[src/rtl/ultrasonic_ranger_if.sv]
// Signal bundle between the ultrasonic ranger and its sensor/host side.
// The master side is the ranger itself; the slave side is the sensor and host.
interface ultrasonic_ranger_if;
    logic        enable_i;
    logic        echo_i;
    logic        trigger_o;
    logic [26:0] distance_o;
    logic        valid_o;
    logic        timeout_o;
    logic [11:0] stable_cnt_o;
    logic        stable_o;
    logic [2:0]  state_o;

    modport master (
        input  enable_i, echo_i,
        output trigger_o, distance_o, valid_o, timeout_o, stable_cnt_o, stable_o, state_o
    );

    modport slave (
        output enable_i, echo_i,
        input  trigger_o, distance_o, valid_o, timeout_o, stable_cnt_o, stable_o, state_o
    );
endinterface

[src/rtl/ultrasonic_ranger.sv]
// Periodic trigger / echo-width ranger with timeout and stability tracking.
// Distances are echo widths in clk cycles; echo_i is synchronized before use.
module ultrasonic_ranger #(
    parameter int TRIG_CYCLES    = 500,
    parameter int PERIOD_CYCLES  = 3000000,
    parameter int TIMEOUT_CYCLES = 1500000,
    parameter int STABLE_TOL     = 1024,
    parameter int STABLE_TARGET  = 2048
) (
    input logic                 clk,
    input logic                 rst_n,
    ultrasonic_ranger_if.master bus
);
    localparam int PW = $clog2(PERIOD_CYCLES + 1);
    localparam int TW = $clog2(TIMEOUT_CYCLES + 1);
    localparam logic [PW-1:0] TRIG_LAST   = PW'(TRIG_CYCLES - 1);
    localparam logic [PW-1:0] PERIOD_LAST = PW'(PERIOD_CYCLES - 1);
    localparam logic [TW-1:0] TMO_LAST    = TW'(TIMEOUT_CYCLES - 1);
    localparam logic [26:0]   TOL         = 27'(STABLE_TOL);
    localparam logic [11:0]   TARGET      = 12'(STABLE_TARGET);

    typedef enum logic [2:0] {
        IDLE      = 3'd0,
        TRIG      = 3'd1,
        WAIT_RISE = 3'd2,
        MEASURE   = 3'd3,
        HOLD      = 3'd4
    } state_t;

    state_t        state, state_nxt;
    logic          echo_meta, echo_s;
    logic [PW-1:0] period_cnt;
    logic [TW-1:0] tmo_cnt;
    logic [26:0]   width_cnt, distance;
    logic [11:0]   stable_cnt, stable_cnt_nxt;
    logic          valid, timeout, stable, have_base;
    logic          meas_done, tmo_hit;

    function automatic logic [26:0] abs_diff(input logic [26:0] a, input logic [26:0] b);
        logic signed [27:0] d;
        d = $signed({1'b0, a}) - $signed({1'b0, b});
        return (d < 0) ? 27'(-d) : 27'(d);
    endfunction

    function automatic logic [26:0] sat_inc27(input logic [26:0] v);
        return (&v) ? v : v + 27'd1;
    endfunction

    function automatic logic [11:0] sat_inc12(input logic [11:0] v);
        return (&v) ? v : v + 12'd1;
    endfunction

    always_comb begin
        state_nxt      = state;
        meas_done      = 1'b0;
        tmo_hit        = 1'b0;
        stable_cnt_nxt = stable_cnt;
        if (!bus.enable_i) begin
            state_nxt = IDLE;
        end else begin
            unique case (state)
                IDLE:      state_nxt = TRIG;
                TRIG:      if (period_cnt == TRIG_LAST) state_nxt = WAIT_RISE;
                // Timeout wins over a late rise so the counter can never run past its limit.
                WAIT_RISE: begin
                    if (tmo_cnt == TMO_LAST) begin
                        tmo_hit   = 1'b1;
                        state_nxt = HOLD;
                    end else if (echo_s) begin
                        state_nxt = MEASURE;
                    end
                end
                MEASURE: begin
                    if (!echo_s) begin
                        meas_done = 1'b1;
                        state_nxt = HOLD;
                    end else if (tmo_cnt == TMO_LAST) begin
                        tmo_hit   = 1'b1;
                        state_nxt = HOLD;
                    end
                end
                HOLD:      if (period_cnt >= PERIOD_LAST) state_nxt = TRIG;
                default:   state_nxt = IDLE;
            endcase
        end
        if (meas_done) begin
            if (!have_base)
                stable_cnt_nxt = 12'd0;
            else if (abs_diff(width_cnt, distance) <= TOL)
                stable_cnt_nxt = sat_inc12(stable_cnt);
            else
                stable_cnt_nxt = 12'd0;
        end else if (tmo_hit) begin
            stable_cnt_nxt = 12'd0;
        end
    end

    always_ff @(posedge clk or negedge rst_n) begin
        if (!rst_n) begin
            state      <= IDLE;
            echo_meta  <= 1'b0;
            echo_s     <= 1'b0;
            period_cnt <= '0;
            tmo_cnt    <= '0;
            width_cnt  <= '0;
            distance   <= '0;
            valid      <= 1'b0;
            timeout    <= 1'b0;
            stable_cnt <= '0;
            stable     <= 1'b0;
            have_base  <= 1'b0;
        end else begin
            echo_meta  <= bus.echo_i;
            echo_s     <= echo_meta;
            state      <= state_nxt;
            valid      <= meas_done;
            timeout    <= tmo_hit;
            stable_cnt <= stable_cnt_nxt;
            stable     <= (stable_cnt_nxt >= TARGET);

            if (state_nxt == TRIG && state != TRIG)
                period_cnt <= '0;
            else if (state != IDLE)
                period_cnt <= period_cnt + 1'b1;

            if (state == TRIG && state_nxt == WAIT_RISE)
                tmo_cnt <= '0;
            else if (state == WAIT_RISE || state == MEASURE)
                tmo_cnt <= tmo_cnt + 1'b1;

            if (state == WAIT_RISE && state_nxt == MEASURE)
                width_cnt <= 27'd1;
            else if (state == MEASURE && echo_s)
                width_cnt <= sat_inc27(width_cnt);

            if (meas_done)
                distance <= width_cnt;

            if (state == IDLE)
                have_base <= 1'b0;
            else if (meas_done)
                have_base <= 1'b1;
        end
    end

    assign bus.trigger_o    = (state == TRIG);
    assign bus.state_o      = state;
    assign bus.distance_o   = distance;
    assign bus.valid_o      = valid;
    assign bus.timeout_o    = timeout;
    assign bus.stable_cnt_o = stable_cnt;
    assign bus.stable_o     = stable;
endmodule
[src/flat_wrapper.sv]
// flat-port wrapper written by rule: the top's interface ports become plain ports
module ultrasonic_ranger_flat 
#(
    parameter int TRIG_CYCLES    = 500,
    parameter int PERIOD_CYCLES  = 3000000,
    parameter int TIMEOUT_CYCLES = 1500000,
    parameter int STABLE_TOL     = 1024,
    parameter int STABLE_TARGET  = 2048
)
  (clk, rst_n, bus_enable_i, bus_echo_i, bus_trigger_o, bus_distance_o, bus_valid_o, bus_timeout_o, bus_stable_cnt_o, bus_stable_o, bus_state_o);
  ultrasonic_ranger_if bus_i ();
  input logic clk;
  input logic rst_n;
  input wire logic [$bits(bus_i.enable_i)-1:0] bus_enable_i;
  input wire logic [$bits(bus_i.echo_i)-1:0] bus_echo_i;
  output wire logic [$bits(bus_i.trigger_o)-1:0] bus_trigger_o;
  output wire logic [$bits(bus_i.distance_o)-1:0] bus_distance_o;
  output wire logic [$bits(bus_i.valid_o)-1:0] bus_valid_o;
  output wire logic [$bits(bus_i.timeout_o)-1:0] bus_timeout_o;
  output wire logic [$bits(bus_i.stable_cnt_o)-1:0] bus_stable_cnt_o;
  output wire logic [$bits(bus_i.stable_o)-1:0] bus_stable_o;
  output wire logic [$bits(bus_i.state_o)-1:0] bus_state_o;
  assign bus_i.enable_i = bus_enable_i;
  assign bus_i.echo_i = bus_echo_i;
  assign bus_trigger_o = bus_i.trigger_o;
  assign bus_distance_o = bus_i.distance_o;
  assign bus_valid_o = bus_i.valid_o;
  assign bus_timeout_o = bus_i.timeout_o;
  assign bus_stable_cnt_o = bus_i.stable_cnt_o;
  assign bus_stable_o = bus_i.stable_o;
  assign bus_state_o = bus_i.state_o;
  ultrasonic_ranger #(.TRIG_CYCLES(TRIG_CYCLES), .PERIOD_CYCLES(PERIOD_CYCLES), .TIMEOUT_CYCLES(TIMEOUT_CYCLES), .STABLE_TOL(STABLE_TOL), .STABLE_TARGET(STABLE_TARGET)) u_core (.clk(clk), .rst_n(rst_n), .bus(bus_i));
endmodule
[config.mk]
export PLATFORM = sky130hd
export DESIGN_NAME = ultrasonic_ranger_flat
export DESIGN_NICKNAME = d
export VERILOG_FILES = /design/src/rtl/ultrasonic_ranger_if.sv /design/src/rtl/ultrasonic_ranger.sv /design/src/flat_wrapper.sv
export SDC_FILE = /design/constraint.sdc
export NUM_CORES = 1
export LEC_CHECK = 0
export CAP_MARGIN = 20
export CORE_MARGIN = 10
export CORE_UTILIZATION = 40
export DETAILED_ROUTE_END_ITERATION = 7
export PLACE_DENSITY = 0.67
export SYNTH_ARGS = -nofsm -noshare
export SYNTH_HDL_FRONTEND = slang
export SYNTH_SLANG_ARGS = --single-unit
[constraint.sdc]
create_clock -name clk -period 8.1 [get_ports clk]
set_clock_uncertainty 0.1 [all_clocks]
set_input_delay 1.215 -clock clk [delete_from_list [all_inputs] [get_ports clk]]
set_output_delay 1.215 -clock clk [all_outputs]
set_load 0.01 [all_outputs]
==> results.tsv <==
stage	metric	value	unit
pwr	Pwr Total	1.59	mW
die	Core Rows	52	
placement	RD Place Congestion	0.933	
worst_setup_path	Worst setup SP type	register	
route	vias per inst	5.61	
route	total wire length	20800	um
pwr	Leak	4.10	nW
pwr	switching share of power	0.296	
route	DR pass1 iterations	5	
final_layout	Post-Layout Inst Area	9550	um2
worst_setup_path	WS Path Type	register to register	
clocking	cts hold-fix bufs	0	
pwr	NetSw	0.470	mW
clocking	Post-CTS Setup Bufs	0	
worst_setup_path	Worst Path Required	8330	ps
synth	synthesized area	8280	um2
clocking	clock buffer depth	2	
worst_setup_path	slowest stage cell, crit path	nor4_4	
final_layout	layout cell share with drive strength beyond 1	0.0727	
final_layout	Net count, final	1054	
final_layout	filler-free cell count of the finished design	1301	
clocking	TritonCTS Buffers	17	
sta	setup_tns	0	ps
die	Die ar.	26800	um2
placement	Post-Place Cell Area	8980	um2
clocking	deepest level of the CTS H-tree	4	
worst_setup_path	CP max FO	15	
synth	syn nets	1022	
final_layout	most common cell after layout, fill and taps aside	nand2_1	
pwr	clock share of power	0.471	
global_route	initial antenna violation count	0	
worst_setup_path	cells along the critical path	inv_1, ha_1, inv_1, fa_1, a21o_1, nor4b_1, mux2i_1, o22ai_1, and4_4, nand4_4, or2_1, o31a_1, o32a_1, nor4_4, nand4_1, a22oi_1	
sta	Slew Limit Headroom	0.348	
route	vias	7302	
route	Final ANT Viol Nets	0	
clocking	post-cts sizing count	0	
worst_setup_path	CP peak stage delay	760	ps
synth	Synth Register Bits	118	
synth	Cell variety after synth	81	
placement	dpl hpwl	15000	um
die	Core Region	20300	um2
synth	Post-synth EDFFs	0	
sta	RSZ-0062 raised after global routing	no	
pwr	maximum VDD drop	0.000197	V
global_route	largest net degree at the start of global routing	62	
route	WL/cell	16.0	um
synth	register area share after synthesis	0.357	
route	post-route DRC violation count	0	
global_route	vias in the first global route	7082	
placement	IO Port Bufs	49	
synth	ys async rst share	1.00	
clocking	clk_lat worst skew	430	ps
pwr	Pint	1.12	mW
sta	Pins Over Slew Limit	0	
pwr	Reg power frac	0.401	
route	1st-iter DRT viols	386	
die	Initial Util	0.408	
final_layout	Layout Area Growth over Synthesis	15.4	%
run	Max Cap Viol	0	
worst_setup_path	crit-path most repeated cell	inv_1	
worst_setup_path	CP arrival	5210	ps
sta	final period utilization	0.614	
worst_hold_path	Min-Delay Path Class	register to register	
final_layout	most frequent cells in the layout	121 x nand2_1, 118 x dfrtp_1, 111 x nor2_1	
sta	hold slack	253	ps
run_status	result of the run	finished, final reports clean	
synth	Synth warnings	0	
final_layout	ant diodes	0	
pwr	Pwr Density	166	nW/um2
die	die height	164	um
sta	Final Hold Viols	0	
die	io pins	50	
global_route	first-pass GRT wire length	35000	um
global_route	Total GRT Usage	0.158	
synth	syn avg cell area	8.40	um2
pwr	Logic pwr share	0.128	
sta	final worst slack	3130	ps
die	Die X-Extent	164	um
sta	fin crit period	4970	ps
worst_setup_path	Worst Setup End Kind	register	
clocking	TritonCTS Sinks	118	
clocking	CTS tree	built	
clocking	CTS root buf	clkbuf_16	
final_layout	fin util	0.470	
sta	count of final setup violators	0	
global_route	Remaining Overflow, GRT	0	
synth	Post-Synthesis Cells	986	
sta	Worst Tran Pin Value	976	ps
clocking	Clock transition at path regs	60	ps
placement	DP Worst Slack	3180	ps
synth	Synth Flop Type	dfrtp_1	
final_layout	Fill cells	1951	
placement	placed insts	1269	
sta	FMAX	201	MHz
## Yosys cell counts (all sizes together), types with 3 or more instances
| master | number | area share |
|---|---|---|
| nor3 | 22 | 0.016 |
| xor2 | 52 | 0.056 |
| nor4b | 3 | 0.0032 |
| inv | 49 | 0.022 |
| a22oi | 6 | 0.0054 |
| or3 | 14 | 0.011 |
| o31ai | 4 | 0.0042 |
| o32ai | 7 | 0.0074 |
| o21ai | 59 | 0.036 |
| a211oi | 5 | 0.0051 |
| and4 | 9 | 0.0098 |
| and3 | 35 | 0.027 |
| nand4 | 33 | 0.027 |
| o41ai | 3 | 0.0032 |
| xnor2 | 30 | 0.032 |
| a21oi | 41 | 0.027 |
| nand3 | 33 | 0.021 |
| dfrtp | 118 | 0.36 |
| nand2b | 3 | 0.0023 |
| nand2 | 121 | 0.055 |
| and2 | 16 | 0.012 |
| nor2 | 112 | 0.051 |
| o211ai | 8 | 0.0073 |
| ha | 31 | 0.047 |
| nor3b | 6 | 0.0054 |
| o31a | 3 | 0.0032 |
| or2 | 8 | 0.0060 |
| nor2b | 6 | 0.0045 |
| o2111ai | 12 | 0.013 |
| clkbuf | 27 | 0.012 |
| nand3b | 3 | 0.0027 |
| nor4 | 14 | 0.014 |
| a41oi | 5 | 0.0053 |
| a221oi | 3 | 0.0053 |
| o21a | 11 | 0.010 |
| mux2i | 7 | 0.0085 |
| a31oi | 9 | 0.0068 |
| mux2 | 3 | 0.0041 |
| a21o | 13 | 0.012 |
| buf | 15 | 0.011 |
## power by group through the flow
stage	Sequential [mW]	Combinational [mW]	Clock, mW
2_1_floorplan	0.643	0.142	0
3_3_place_gp	0.647	0.198	0
3_5_place_dp	0.648	0.200	0
4_1_cts	0.638	0.203	0.765
5_1_grt	0.642	0.228	0.785
6_report	0.638	0.203	0.749
## worst max-delay path: cells and delay by family (launching register included)
kind | cells | cell delay, ps
flops | 1 | 440
mux | 1 | 140
simple gates | 6 | 2010
buf+inv | 2 | 130
compound gates | 5 | 1490
fa+ha+maj | 2 | 550
## worst paths after layout
check / start / endpoint / slack, ps / depth (start not counted)
setup / recovery: u_core.width_cnt[0] / u_core.bus.stable_cnt_o[11] / 3130 / 16
hold / removal: u_core.echo_meta / u_core.echo_s / 250 / 0
setup reg to reg: u_core.width_cnt[0] / u_core.bus.stable_cnt_o[11] / 3130 / 16
hold reg to reg: u_core.echo_meta / u_core.echo_s / 250 / 0
max in group asynchronous: rst_n / u_core.width_cnt[1] / 5860 / 2
min in group asynchronous: rst_n / u_core.tmo_cnt[18] / 780 / 1
## kinds of logic after synthesis
kind of cell | after synthesis | synth area share
AOI/OAI and AO/OA | 211 | 0.177
xor gates and xnor gates | 82 | 0.0877
adders and majority gates | 32 | 0.0493
buffers and inverters | 91 | 0.0456
DFF | 118 | 0.357
muxes | 10 | 0.0125
and+or+nand+nor | 442 | 0.271
## per-layer routing
metal / up-vias / GRT usage / share of wire
met4: 0 / 0.0439 / 0.012
met1: 3486 / 0.200 / 0.45
li1: 3602 / - / -
met2: 187 / 0.265 / 0.48
met3: 27 / 0.0365 / 0.055
met5: - / 0 / 0
## cell type report
type / instances / area (um2) / area share
multi-input cells: 777 / 4970 / 0.521
flip-flops and latches: 118 / 2950 / 0.309
repair buffers: 55 / 533 / 0.0558
clock buffers: 18 / 429 / 0.0449
well taps: 270 / 338 / 0.0354
inverters: 49 / 184 / 0.0193
clock inverters: 14 / 143 / 0.0149
## state kept, by name, indices dropped and copies added (netlist names)
register / count
u_core.have_base: 1
u_core.bus.valid_o: 1
u_core.width_cnt: 27
u_core.period_cnt: 22
u_core.echo_meta: 1
u_core.bus.distance_o: 27
u_core.tmo_cnt: 21
u_core.bus.timeout_o: 1
u_core.bus.stable_cnt_o: 12
u_core.echo_s: 1
u_core.bus.state_o: 3
u_core.bus.stable_o: 1
Note: power is estimated with default switching activity, not from simulation.
